[src/rtl/cache_traffic_gen_if.sv]
// CPU-side request/response bus between the traffic generator and the L1 cache.
interface cache_traffic_gen_if #(
    parameter int unsigned ADDR_WIDTH = 11,
    parameter int unsigned DATA_WIDTH = 8
);
    logic [ADDR_WIDTH-1:0] cpu_addr;
    logic [DATA_WIDTH-1:0] cpu_data_in;
    logic                  cpu_read;
    logic                  cpu_write;
    logic [DATA_WIDTH-1:0] cpu_data_out;
    logic                  cpu_ready;

    // Generator side drives requests, cache side answers.
    modport master (
        output cpu_addr, cpu_data_in, cpu_read, cpu_write,
        input  cpu_data_out, cpu_ready
    );

    modport slave (
        input  cpu_addr, cpu_data_in, cpu_read, cpu_write,
        output cpu_data_out, cpu_ready
    );
endinterface

[src/rtl/cache_traffic_gen.sv]
// CPU-side traffic generator: LFSR-addressed read/write requests, completion
// counting and timeout detection. Define TG_SCOREBOARD_EN to add a shadow
// memory that checks read data against previously written values.
module cache_traffic_gen #(
    parameter int unsigned          ADDR_WIDTH   = 11,
    parameter int unsigned          DATA_WIDTH   = 8,
    parameter logic [15:0]          SEED         = 16'hACE1,
    parameter int unsigned          WRITE_RATIO  = 64,
    parameter logic [ADDR_WIDTH-1:0] ADDR_BASE   = '0,
    parameter logic [ADDR_WIDTH-1:0] ADDR_MASK   = '1,
    parameter int unsigned          ISSUE_CYCLES = 2,
    parameter int unsigned          TIMEOUT      = 1024
) (
    input  logic                   clk,
    input  logic                   rst_n,
    input  logic                   start,
    input  logic [31:0]            num_txn,
    cache_traffic_gen_if.master    bus,
    output logic                   busy,
    output logic                   done,
    output logic [31:0]            txn_count,
    output logic [15:0]            err_count,
    output logic [ADDR_WIDTH-1:0]  err_addr
);
    localparam logic [15:0] LFSR_SEED = (SEED == 16'h0) ? 16'hACE1 : SEED;
    localparam logic [15:0] LFSR_TAPS = 16'hB400;
    localparam int unsigned ISS_W     = (ISSUE_CYCLES > 1) ? $clog2(ISSUE_CYCLES) : 1;
    localparam int unsigned TMR_W     = (TIMEOUT > 1) ? $clog2(TIMEOUT) : 1;

    typedef enum logic [2:0] {S_IDLE, S_GEN, S_ISSUE, S_WAIT, S_CHECK, S_DONE} state_e;

    state_e                 state_q, state_d;
    logic [15:0]            lfsr_q, lfsr_d;
    logic [31:0]            num_txn_q, num_txn_d;
    logic [ISS_W-1:0]       iss_cnt_q, iss_cnt_d;
    logic [TMR_W-1:0]       tmr_cnt_q, tmr_cnt_d;
    logic [ADDR_WIDTH-1:0]  addr_q, addr_d;
    logic [DATA_WIDTH-1:0]  wdata_q, wdata_d;
    logic                   rd_q, rd_d, wr_q, wr_d;
    logic                   is_write_q, is_write_d;
    logic                   busy_q, busy_d, done_q, done_d;
    logic [31:0]            txn_cnt_q, txn_cnt_d;
    logic [15:0]            err_cnt_q, err_cnt_d;
    logic [ADDR_WIDTH-1:0]  err_addr_q, err_addr_d;
    logic                   err_inc_c;
    logic                   mismatch_c;

`ifdef TG_SCOREBOARD_EN
    localparam int unsigned DEPTH = 1 << ADDR_WIDTH;

    logic [DATA_WIDTH-1:0]  shadow_mem_q [DEPTH];
    logic [DEPTH-1:0]       shadow_vld_q, shadow_vld_d;
    logic [DATA_WIDTH-1:0]  rdata_q, rdata_d;

    // Capture read data on completion and mark written shadow entries valid.
    always_comb begin
        rdata_d      = rdata_q;
        shadow_vld_d = shadow_vld_q;
        if (state_q == S_WAIT && bus.cpu_ready)
            rdata_d = bus.cpu_data_out;
        if (state_q == S_CHECK && is_write_q)
            shadow_vld_d[addr_q] = 1'b1;
    end

    // Shadow valid bits and captured read data.
    always_ff @(posedge clk or negedge rst_n) begin
        if (!rst_n) begin
            rdata_q      <= '0;
            shadow_vld_q <= '0;
        end else begin
            rdata_q      <= rdata_d;
            shadow_vld_q <= shadow_vld_d;
        end
    end

    // Shadow data storage, written when a write completes.
    always_ff @(posedge clk) begin
        if (state_q == S_CHECK && is_write_q)
            shadow_mem_q[addr_q] <= wdata_q;
    end

    assign mismatch_c = (state_q == S_CHECK) && !is_write_q && shadow_vld_q[addr_q]
                        && (rdata_q != shadow_mem_q[addr_q]);
`else
    logic unused_rdata_c;
    assign unused_rdata_c = ^bus.cpu_data_out;
    assign mismatch_c     = 1'b0;
`endif

    // Next-state and output computation for the request sequencer.
    always_comb begin
        state_d    = state_q;
        lfsr_d     = lfsr_q;
        num_txn_d  = num_txn_q;
        iss_cnt_d  = iss_cnt_q;
        tmr_cnt_d  = tmr_cnt_q;
        addr_d     = addr_q;
        wdata_d    = wdata_q;
        rd_d       = rd_q;
        wr_d       = wr_q;
        is_write_d = is_write_q;
        txn_cnt_d  = txn_cnt_q;
        err_cnt_d  = err_cnt_q;
        err_addr_d = err_addr_q;
        err_inc_c  = 1'b0;

        case (state_q)
            S_IDLE, S_DONE: begin
                if (start) begin
                    num_txn_d  = num_txn;
                    txn_cnt_d  = '0;
                    err_cnt_d  = '0;
                    err_addr_d = '0;
                    state_d    = (num_txn == 32'd0) ? S_DONE : S_GEN;
                end
            end
            S_GEN: begin
                addr_d     = (lfsr_q[ADDR_WIDTH-1:0] & ADDR_MASK) | ADDR_BASE;
                is_write_d = 32'(lfsr_q[15:8]) < WRITE_RATIO;
                wdata_d    = lfsr_q[DATA_WIDTH-1:0] ^ txn_cnt_q[DATA_WIDTH-1:0];
                rd_d       = !is_write_d;
                wr_d       = is_write_d;
                lfsr_d     = lfsr_q[0] ? ((lfsr_q >> 1) ^ LFSR_TAPS) : (lfsr_q >> 1);
                iss_cnt_d  = '0;
                state_d    = S_ISSUE;
            end
            S_ISSUE: begin
                if (iss_cnt_q == ISS_W'(ISSUE_CYCLES - 1)) begin
                    rd_d      = 1'b0;
                    wr_d      = 1'b0;
                    tmr_cnt_d = '0;
                    state_d   = S_WAIT;
                end else begin
                    iss_cnt_d = iss_cnt_q + ISS_W'(1);
                end
            end
            S_WAIT: begin
                if (bus.cpu_ready) begin
                    state_d = S_CHECK;
                end else if (tmr_cnt_q == TMR_W'(TIMEOUT - 1)) begin
                    err_inc_c = 1'b1;
                    state_d   = S_DONE;
                end else begin
                    tmr_cnt_d = tmr_cnt_q + TMR_W'(1);
                end
            end
            S_CHECK: begin
                txn_cnt_d = txn_cnt_q + 32'd1;
                err_inc_c = mismatch_c;
                state_d   = (txn_cnt_d == num_txn_q) ? S_DONE : S_GEN;
            end
            default: state_d = S_IDLE;
        endcase

        // Saturating error count; first error address is kept.
        if (err_inc_c) begin
            if (err_cnt_q != 16'hFFFF)
                err_cnt_d = err_cnt_q + 16'd1;
            if (err_cnt_q == 16'd0)
                err_addr_d = addr_q;
        end

        busy_d = (state_d == S_GEN) || (state_d == S_ISSUE) ||
                 (state_d == S_WAIT) || (state_d == S_CHECK);
        done_d = (state_d == S_DONE);
    end

    // State and output registers.
    always_ff @(posedge clk or negedge rst_n) begin
        if (!rst_n) begin
            state_q    <= S_IDLE;
            lfsr_q     <= LFSR_SEED;
            num_txn_q  <= '0;
            iss_cnt_q  <= '0;
            tmr_cnt_q  <= '0;
            addr_q     <= '0;
            wdata_q    <= '0;
            rd_q       <= 1'b0;
            wr_q       <= 1'b0;
            is_write_q <= 1'b0;
            busy_q     <= 1'b0;
            done_q     <= 1'b0;
            txn_cnt_q  <= '0;
            err_cnt_q  <= '0;
            err_addr_q <= '0;
        end else begin
            state_q    <= state_d;
            lfsr_q     <= lfsr_d;
            num_txn_q  <= num_txn_d;
            iss_cnt_q  <= iss_cnt_d;
            tmr_cnt_q  <= tmr_cnt_d;
            addr_q     <= addr_d;
            wdata_q    <= wdata_d;
            rd_q       <= rd_d;
            wr_q       <= wr_d;
            is_write_q <= is_write_d;
            busy_q     <= busy_d;
            done_q     <= done_d;
            txn_cnt_q  <= txn_cnt_d;
            err_cnt_q  <= err_cnt_d;
            err_addr_q <= err_addr_d;
        end
    end

    assign bus.cpu_addr    = addr_q;
    assign bus.cpu_data_in = wdata_q;
    assign bus.cpu_read    = rd_q;
    assign bus.cpu_write   = wr_q;
    assign busy            = busy_q;
    assign done            = done_q;
    assign txn_count       = txn_cnt_q;
    assign err_count       = err_cnt_q;
    assign err_addr        = err_addr_q;
endmodule

[src/flat_wrapper.sv]
// flat-port wrapper written by rule: the top's interface ports become plain ports
module cache_traffic_gen_flat 
#(
    parameter int unsigned          ADDR_WIDTH   = 11,
    parameter int unsigned          DATA_WIDTH   = 8,
    parameter logic [15:0]          SEED         = 16'hACE1,
    parameter int unsigned          WRITE_RATIO  = 64,
    parameter logic [ADDR_WIDTH-1:0] ADDR_BASE   = '0,
    parameter logic [ADDR_WIDTH-1:0] ADDR_MASK   = '1,
    parameter int unsigned          ISSUE_CYCLES = 2,
    parameter int unsigned          TIMEOUT      = 1024
)
  (clk, rst_n, start, num_txn, busy, done, txn_count, err_count, err_addr, bus_cpu_addr, bus_cpu_data_in, bus_cpu_read, bus_cpu_write, bus_cpu_data_out, bus_cpu_ready);
  cache_traffic_gen_if #(.ADDR_WIDTH(ADDR_WIDTH), .DATA_WIDTH(DATA_WIDTH)) bus_i ();
  input  logic clk;
  input  logic rst_n;
  input  logic start;
  input  logic [31:0] num_txn;
  output logic busy;
  output logic done;
  output logic [31:0] txn_count;
  output logic [15:0] err_count;
  output logic [ADDR_WIDTH-1:0] err_addr;
  output wire logic [$bits(bus_i.cpu_addr)-1:0] bus_cpu_addr;
  output wire logic [$bits(bus_i.cpu_data_in)-1:0] bus_cpu_data_in;
  output wire logic [$bits(bus_i.cpu_read)-1:0] bus_cpu_read;
  output wire logic [$bits(bus_i.cpu_write)-1:0] bus_cpu_write;
  input wire logic [$bits(bus_i.cpu_data_out)-1:0] bus_cpu_data_out;
  input wire logic [$bits(bus_i.cpu_ready)-1:0] bus_cpu_ready;
  assign bus_cpu_addr = bus_i.cpu_addr;
  assign bus_cpu_data_in = bus_i.cpu_data_in;
  assign bus_cpu_read = bus_i.cpu_read;
  assign bus_cpu_write = bus_i.cpu_write;
  assign bus_i.cpu_data_out = bus_cpu_data_out;
  assign bus_i.cpu_ready = bus_cpu_ready;
  cache_traffic_gen #(.ADDR_WIDTH(ADDR_WIDTH), .DATA_WIDTH(DATA_WIDTH), .SEED(SEED), .WRITE_RATIO(WRITE_RATIO), .ADDR_BASE(ADDR_BASE), .ADDR_MASK(ADDR_MASK), .ISSUE_CYCLES(ISSUE_CYCLES), .TIMEOUT(TIMEOUT)) u_core (.clk(clk), .rst_n(rst_n), .start(start), .num_txn(num_txn), .bus(bus_i), .busy(busy), .done(done), .txn_count(txn_count), .err_count(err_count), .err_addr(err_addr));
endmodule
[config.mk]
export PLATFORM = sky130hd
export DESIGN_NAME = cache_traffic_gen_flat
export DESIGN_NICKNAME = d
export VERILOG_FILES = /design/src/rtl/cache_traffic_gen_if.sv /design/src/rtl/cache_traffic_gen.sv /design/src/flat_wrapper.sv
export SDC_FILE = /design/constraint.sdc
export NUM_CORES = 1
export LEC_CHECK = 0
export BUFFER_PORTS_ARGS = -buffer_cell sky130_fd_sc_hd__buf_4
export CORE_MARGIN = 5
export CORE_UTILIZATION = 61
export CTS_CLUSTER_DIAMETER = 120
export CTS_CLUSTER_SIZE = 20
export DETAILED_ROUTE_END_ITERATION = 16
export PLACE_DENSITY = 0.86
export SYNTH_ARGS = -nofsm -noshare
export SYNTH_HDL_FRONTEND = slang
export SYNTH_SLANG_ARGS = --single-unit
[constraint.sdc]
create_clock -name clk -period 5.9 [get_ports clk]
set_input_delay 0.295 -clock clk [delete_from_list [all_inputs] [get_ports clk]]
set_output_delay 0.295 -clock clk [all_outputs]
set_load 0.05 [all_outputs]
After elaboration in Yosys (flattened, before gate mapping)

Index checks and enable logic that the tools add are counted.

Word-level logic and storage cells: 83
Input bits: 44
Output and inout bits: 82
Register bits: 144

Add/sub/neg operators: 4
$lt $le $gt $ge: 1
Equal/unequal tests: 17
Reductions and logical operators: 15
Mux-type cells: 30
Bitwise gates (word level): 2

Operators by type and width:

| kind                                                | number |
|---|---|
| two-way mux 16 bit                                  | 5 |
| case mux 32 bit (2 select lines)                    | 1 |
| two-way mux 11 bit                                  | 4 |
| adder 32 x 1 -> 32 bit (second input constant)      | 1 |
| == test 32 bit                                      | 1 |
| zero test 32 bit                                    | 1 |
| two-way mux 32 bit                                  | 1 |
| two-way mux 10 bit                                  | 3 |
| case mux 10 bit (2 select lines)                    | 1 |
| two-way mux 3 bit                                   | 6 |
| adder 16 x 1 -> 16 bit (second input constant)      | 1 |
| zero test 16 bit                                    | 1 |
| inequality test 16 bit (second input constant)      | 1 |
| case mux 3 bit (5 select lines)                     | 1 |
| == test 3 x 2 -> 1 bit (second input constant)      | 4 |
| == test 3 bit (second input constant)               | 4 |
| adder 10 x 1 -> 10 bit (second input constant)      | 1 |
| == test 10 bit (second input constant)              | 1 |
| < comparator 8 x 7 -> 1 bit (second input constant) | 1 |
| bitwise XOR 8 bit                                   | 1 |
| == test 3 x 1 -> 1 bit (second input constant)      | 2 |
| inequality test 2 bit (second input constant)       | 3 |
| case mux 1 bit (2 select lines)                     | 3 |
| AND reduction 2 bit                                 | 3 |
| other kinds (10)                                    | 18 |

Logic depth before layout (Yosys ltp)

Depth after elaboration: 8
Depth in mapped cells: 10
Gate-level depth less buffers: 9

Least setup slack after synthesis

OpenSTA, ideal clock, no wires.

Kind: register -> register
Start point: register u_core.txn_cnt_q[1] (netlist: u_core.txn_count[1])
End point: register u_core.busy_q (netlist: u_core.busy)
Period minus slack after synthesis: 2956 ps
Setup time: 128 ps
Cell stages (with the launch flop): 11
Required time: 5772 ps
Data arrival time: 2828 ps
Buffers on the path: 1
Slack: 2944 ps
Cells stage by stage: dfrtp_1 ha_1 nand3_2 or4_1 buf_2 nor2_2 nand3_1 a211oi_2 o2111ai_1 o31ai_4 xnor2_1

Cells in the longest elaborated chain, start to end: 8
Elaborated cells on any way between the ends: 11
Those cells by class: 1 x add/sub; 5 x eq/ne; 2 x mux; 3 x reduce/logical

Ends and longest elaborated chain:

| element                                                                 | RTL line                 | RTL |
|---|---|---|
| start, declared                                                         | cache_traffic_gen.sv:42  | `logic [31:0] txn_cnt_q, txn_cnt_d;` |
| start signal, assigned                                                  | cache_traffic_gen.sv:199 | `txn_cnt_q <= txn_cnt_d;` |
| adder 32 x 1 -> 32 bit *                                                | cache_traffic_gen.sv:148 | `txn_cnt_d = txn_cnt_q + 32'd1;` |
| == test 32 bit *                                                        | cache_traffic_gen.sv:150 | `state_d = (txn_cnt_d == num_txn_q) ? S_DONE : S_GEN;` |
| two-way mux 3 bit *                                                     | cache_traffic_gen.sv:150 |  |
| case mux 3 bit (5 select lines) *                                       | cache_traffic_gen.sv:107 | `case (state_q)` |
| named net u_core.state_d[2]                                             | cache_traffic_gen.sv:32  | `state_e state_q, state_d;` |
| == test 3 x 1 -> 1 bit / == test 3 x 2 -> 1 bit (equally long branches) | cache_traffic_gen.sv:163 | `busy_d = (state_d == S_GEN) \|\| (state_d == S_ISSUE) \|\|` |
| logical OR 1 bit (2 in a row)                                           | cache_traffic_gen.sv:163 |  |
| logical OR 1 bit *                                                      | cache_traffic_gen.sv:164 | `(state_d == S_WAIT) \|\| (state_d == S_CHECK);` |
| named net u_core.busy_d                                                 | cache_traffic_gen.sv:41  | `logic busy_q, busy_d, done_q, done_d;` |
| end signal, assigned                                                    | cache_traffic_gen.sv:197 | `busy_q <= busy_d;` |
| end, declared                                                           | cache_traffic_gen.sv:41  |  |

Mark *: on every way through the listed nets, which the timed path passes. The rest lies on a longest branch.
A chain may end at the register's enable or synchronous reset.

Worst setup path in the final report

Start point: register u_core.txn_cnt_q[0] (netlist: u_core.txn_count[0])
End point: register u_core.done_q (netlist: u_core.done)

Cells in the longest elaborated chain, start to end: 5

Ends and longest elaborated chain:

| element                         | RTL line                 | RTL |
|---|---|---|
| adder 32 x 1 -> 32 bit          | cache_traffic_gen.sv:148 |  |
| == test 32 bit                  | cache_traffic_gen.sv:150 |  |
| two-way mux 3 bit               | cache_traffic_gen.sv:150 |  |
| case mux 3 bit (5 select lines) | cache_traffic_gen.sv:107 |  |
| named net u_core.state_d[2]     | cache_traffic_gen.sv:32  |  |
| == test 3 bit                   | cache_traffic_gen.sv:165 | `done_d = (state_d == S_DONE);` |
| named net u_core.done_d         | cache_traffic_gen.sv:41  |  |
| end signal, assigned            | cache_traffic_gen.sv:198 | `done_q <= done_d;` |
| end, declared                   | cache_traffic_gen.sv:41  |  |

The timed path passes the listed nets, and every way through them passes these cells.

==> impl_metrics.toml <==
[logic_synthesis]
ys_ff_latch = 138
yosys.area.top_type = "dfrtp_1"
avgSynthCellArea_um2 = 8.66
seq_area_frac_synth_pct = 46.7
synth_cells = 856
synth_area_leaders = "dfrtp_1 44%, nand2_1 12%, o21ai_0 5.4%"
ys_types = 62
yosys_warnings = 0
synth_edf_count = 0
syn-cell-area_mm2 = 0.00742
synthArstFlopShare_pct = 100
yosys_most_used_dff = "dfrtp_1"
syn-num-nets = 904
synth_top_area_share_pct = 43.9

[job]
cap_violations = 0

[layout]
num_antenna_cells = 0
seqCellArea_mm2 = 0.00346
nNetsFinal = 991
fillCellCount = 886
final_common_cell = "nand2_1"
drive_above_1_share_pct = 19.4
final_cell_mix = "239 x nand2_1, 130 x dfrtp_1, 121 x buf_4"
multi_input_area_mm2 = 0.00366
utilization_pct = 74.0
syn_to_final_growth_pct = 19.4

[clocking]
clk_pin_slew_ns = 0.06
cts_htree_levels = 4
postCtsSetupBuffers = 0
clkSinkCount = 138
post_cts_resized = 0
hold_buffers = 1
cts_root_buffer = "clkbuf_16"
cts_tree = "yes"
clk_path_buf_depth = 2
worstSkewPairLatency_ns = 0.43
cts_inserted_buffers = 17

[sta]
rsz0062_at_grt = "false"
slew-limit-headroom_pct = 23.2
fin_crit_sh_pct = 55.0
worst_slew_pin_slew_ns = 1.15
setup_viol = 0
hold_viol = 0
drv_slew = 0
max_freq_mhz = 308
fin_crit_ns = 3.24
fin_worst_skew_ns = 0.0113
finalSetupTns_ns = 0

[critical_path]
start_kind = "flip-flop"
worst-setup-path-type = "flip-flop to flip-flop"
critPathRequiredTime_ns = 6.25
cp_max_fo = 9
arrival_ns = 3.60
critPathCaptureType = "flip-flop"

[placed_design]
portBuffers = 117
dp_hpwl_um = 13100
gp_congestion = 0.916

[floorplanning]
num_rows = 40
die_area_mm2 = 0.0145
die_width_um = 120
coreArea_mm2 = 0.0120
initial_core_util_pct = 62.0
die_h_um = 120
ios = 126

[global_routing]
globalRouteOverflowTotal = 0
grt_first_pass_wirelength_um = 31300
grt_pass1_vias = 6226
grt_max_degree = 71
grt_use_total_pct = 27.2
grt_antenna_before_repair = 0

[route]
routed_via_density = 5.99
first_iter_violations = 764
drc = 0
ant_nets = 0
wl_per_cell_um = 17.4
routed_wl_um = 19200
dr.pass1.iters = 5
vias = 6606

[power]
peakVddDrop_mv = 0.265
power.density_mw_per_mm2 = 363
leakagePower_nw = 4.19

[worst_hold_path]
worst_hold_path_type = "input port to flip-flop"

[status]
outcome = "finished, final reports clean"
## critical path: stages (launching register included)
cell and delay [ns]:
dfrtp_1 0.54, ha_1 0.36, nand3_2 0.23, nor4_2 0.82, nand3_1 0.24, xnor2_1 0.19
a211oi_2 0.15, o2111ai_1 0.18, o31ai_4 0.28, o21a_1 0.18
## cell families after synthesis
group / after synthesis / share of synthesized area [%]
XOR/XNOR: 67 / 7.91
AO/OA/AOI/OAI: 144 / 11.7
adder cells (fa/ha/maj): 5 / 0.810
AND/OR/NAND/NOR: 425 / 27.4
flip-flops: 138 / 46.7
multiplexers: 10 / 1.37
buffers and inverters: 67 / 4.08
## routing by layer
| metal | part of all wire (%) | global-route usage [%] | up-vias | wire length (um) |
|---|---|---|---|---|
| met2 | 49 | 44.3 | 274 | 9340 |
| li1 | - | - | 3108 | - |
| met5 | 0 | 0 | - | 0 |
| met1 | 42 | 36.6 | 3201 | 8170 |
| met3 | 7.6 | 6.55 | 23 | 1460 |
| met4 | 1.4 | 7.86 | 0 | 261 |
## final timing paths
path / slack [ns] / from / endpoint / cells after the start
max reg2reg: 2.66 / u_core.txn_count[0] / u_core.done / 9
max in group asynchronous: 4.14 / rst_n / u_core.bus.cpu_data_in[6] / 3
min in group asynchronous: 0.45 / rst_n / u_core.err_count[3] / 2
min reg2reg: 0.49 / u_core.lfsr_q[15] / u_core.lfsr_q[15] / 2
max: 2.66 / u_core.txn_count[0] / u_core.done / 9
min: 0.07 / num_txn[3] / u_core.num_txn_q[3] / 3
## cells in the mapped netlist, types with 8 or more instances
cell type and instances:
a21oi_1 13, and3_1 11, nand3_1 36, a31oi_1 8
o21ai_0 80, o31ai_1 20, mux2i_1 9, xnor2_1 43
clkbuf_1 36, nand4_1 15, dfstp_2 8, inv_1 12
dfrtp_1 130, nor2_1 47, nand2_1 239, xor2_1 24
nor4_1 16, buf_4 9
## stage by stage
step                setup slack, ns  hold slack, ns  cells  instance area, um^2  total power, mW
floorplan                      2.94       -0.000591    856                 7420             1.91
global placement               2.82           0.339   1070                 8270             2.14
detailed placement             2.71           0.341   1070                 8270             2.18
CTS                            2.71          0.0576   1103                 8850             3.22
global route                   2.47          0.0652   1103                 8850             3.38
finish                         2.66          0.0681   1103                 8850             3.22
## report_power, final
part	switching [mW]	internal [mW]
clock	0.410	0.625
sequential	0.159	1.09
combinational	0.606	0.326
## area by class of cell
class	instances	share of cell area [%]
inverter	12	0.509
sequential	138	39.1
clock inverter	9	1.00
timing repair buffer	123	10.5
tap	147	2.08
clock buffer	23	5.51
multi-input combinational	651	41.3
## registers in the layout, summed over array words and instances, names as in the netlist, 3 cells and up
register,count
u_core.err_addr,11
u_core.tmr_cnt_q,10
u_core.state_q,3
u_core.lfsr_q,11
u_core.err_count,16
u_core.num_txn_q,32
u_core.bus.cpu_data_in,8
u_core.bus.cpu_addr,10
u_core.txn_count,32
Power figures use the tool's default switching activity.
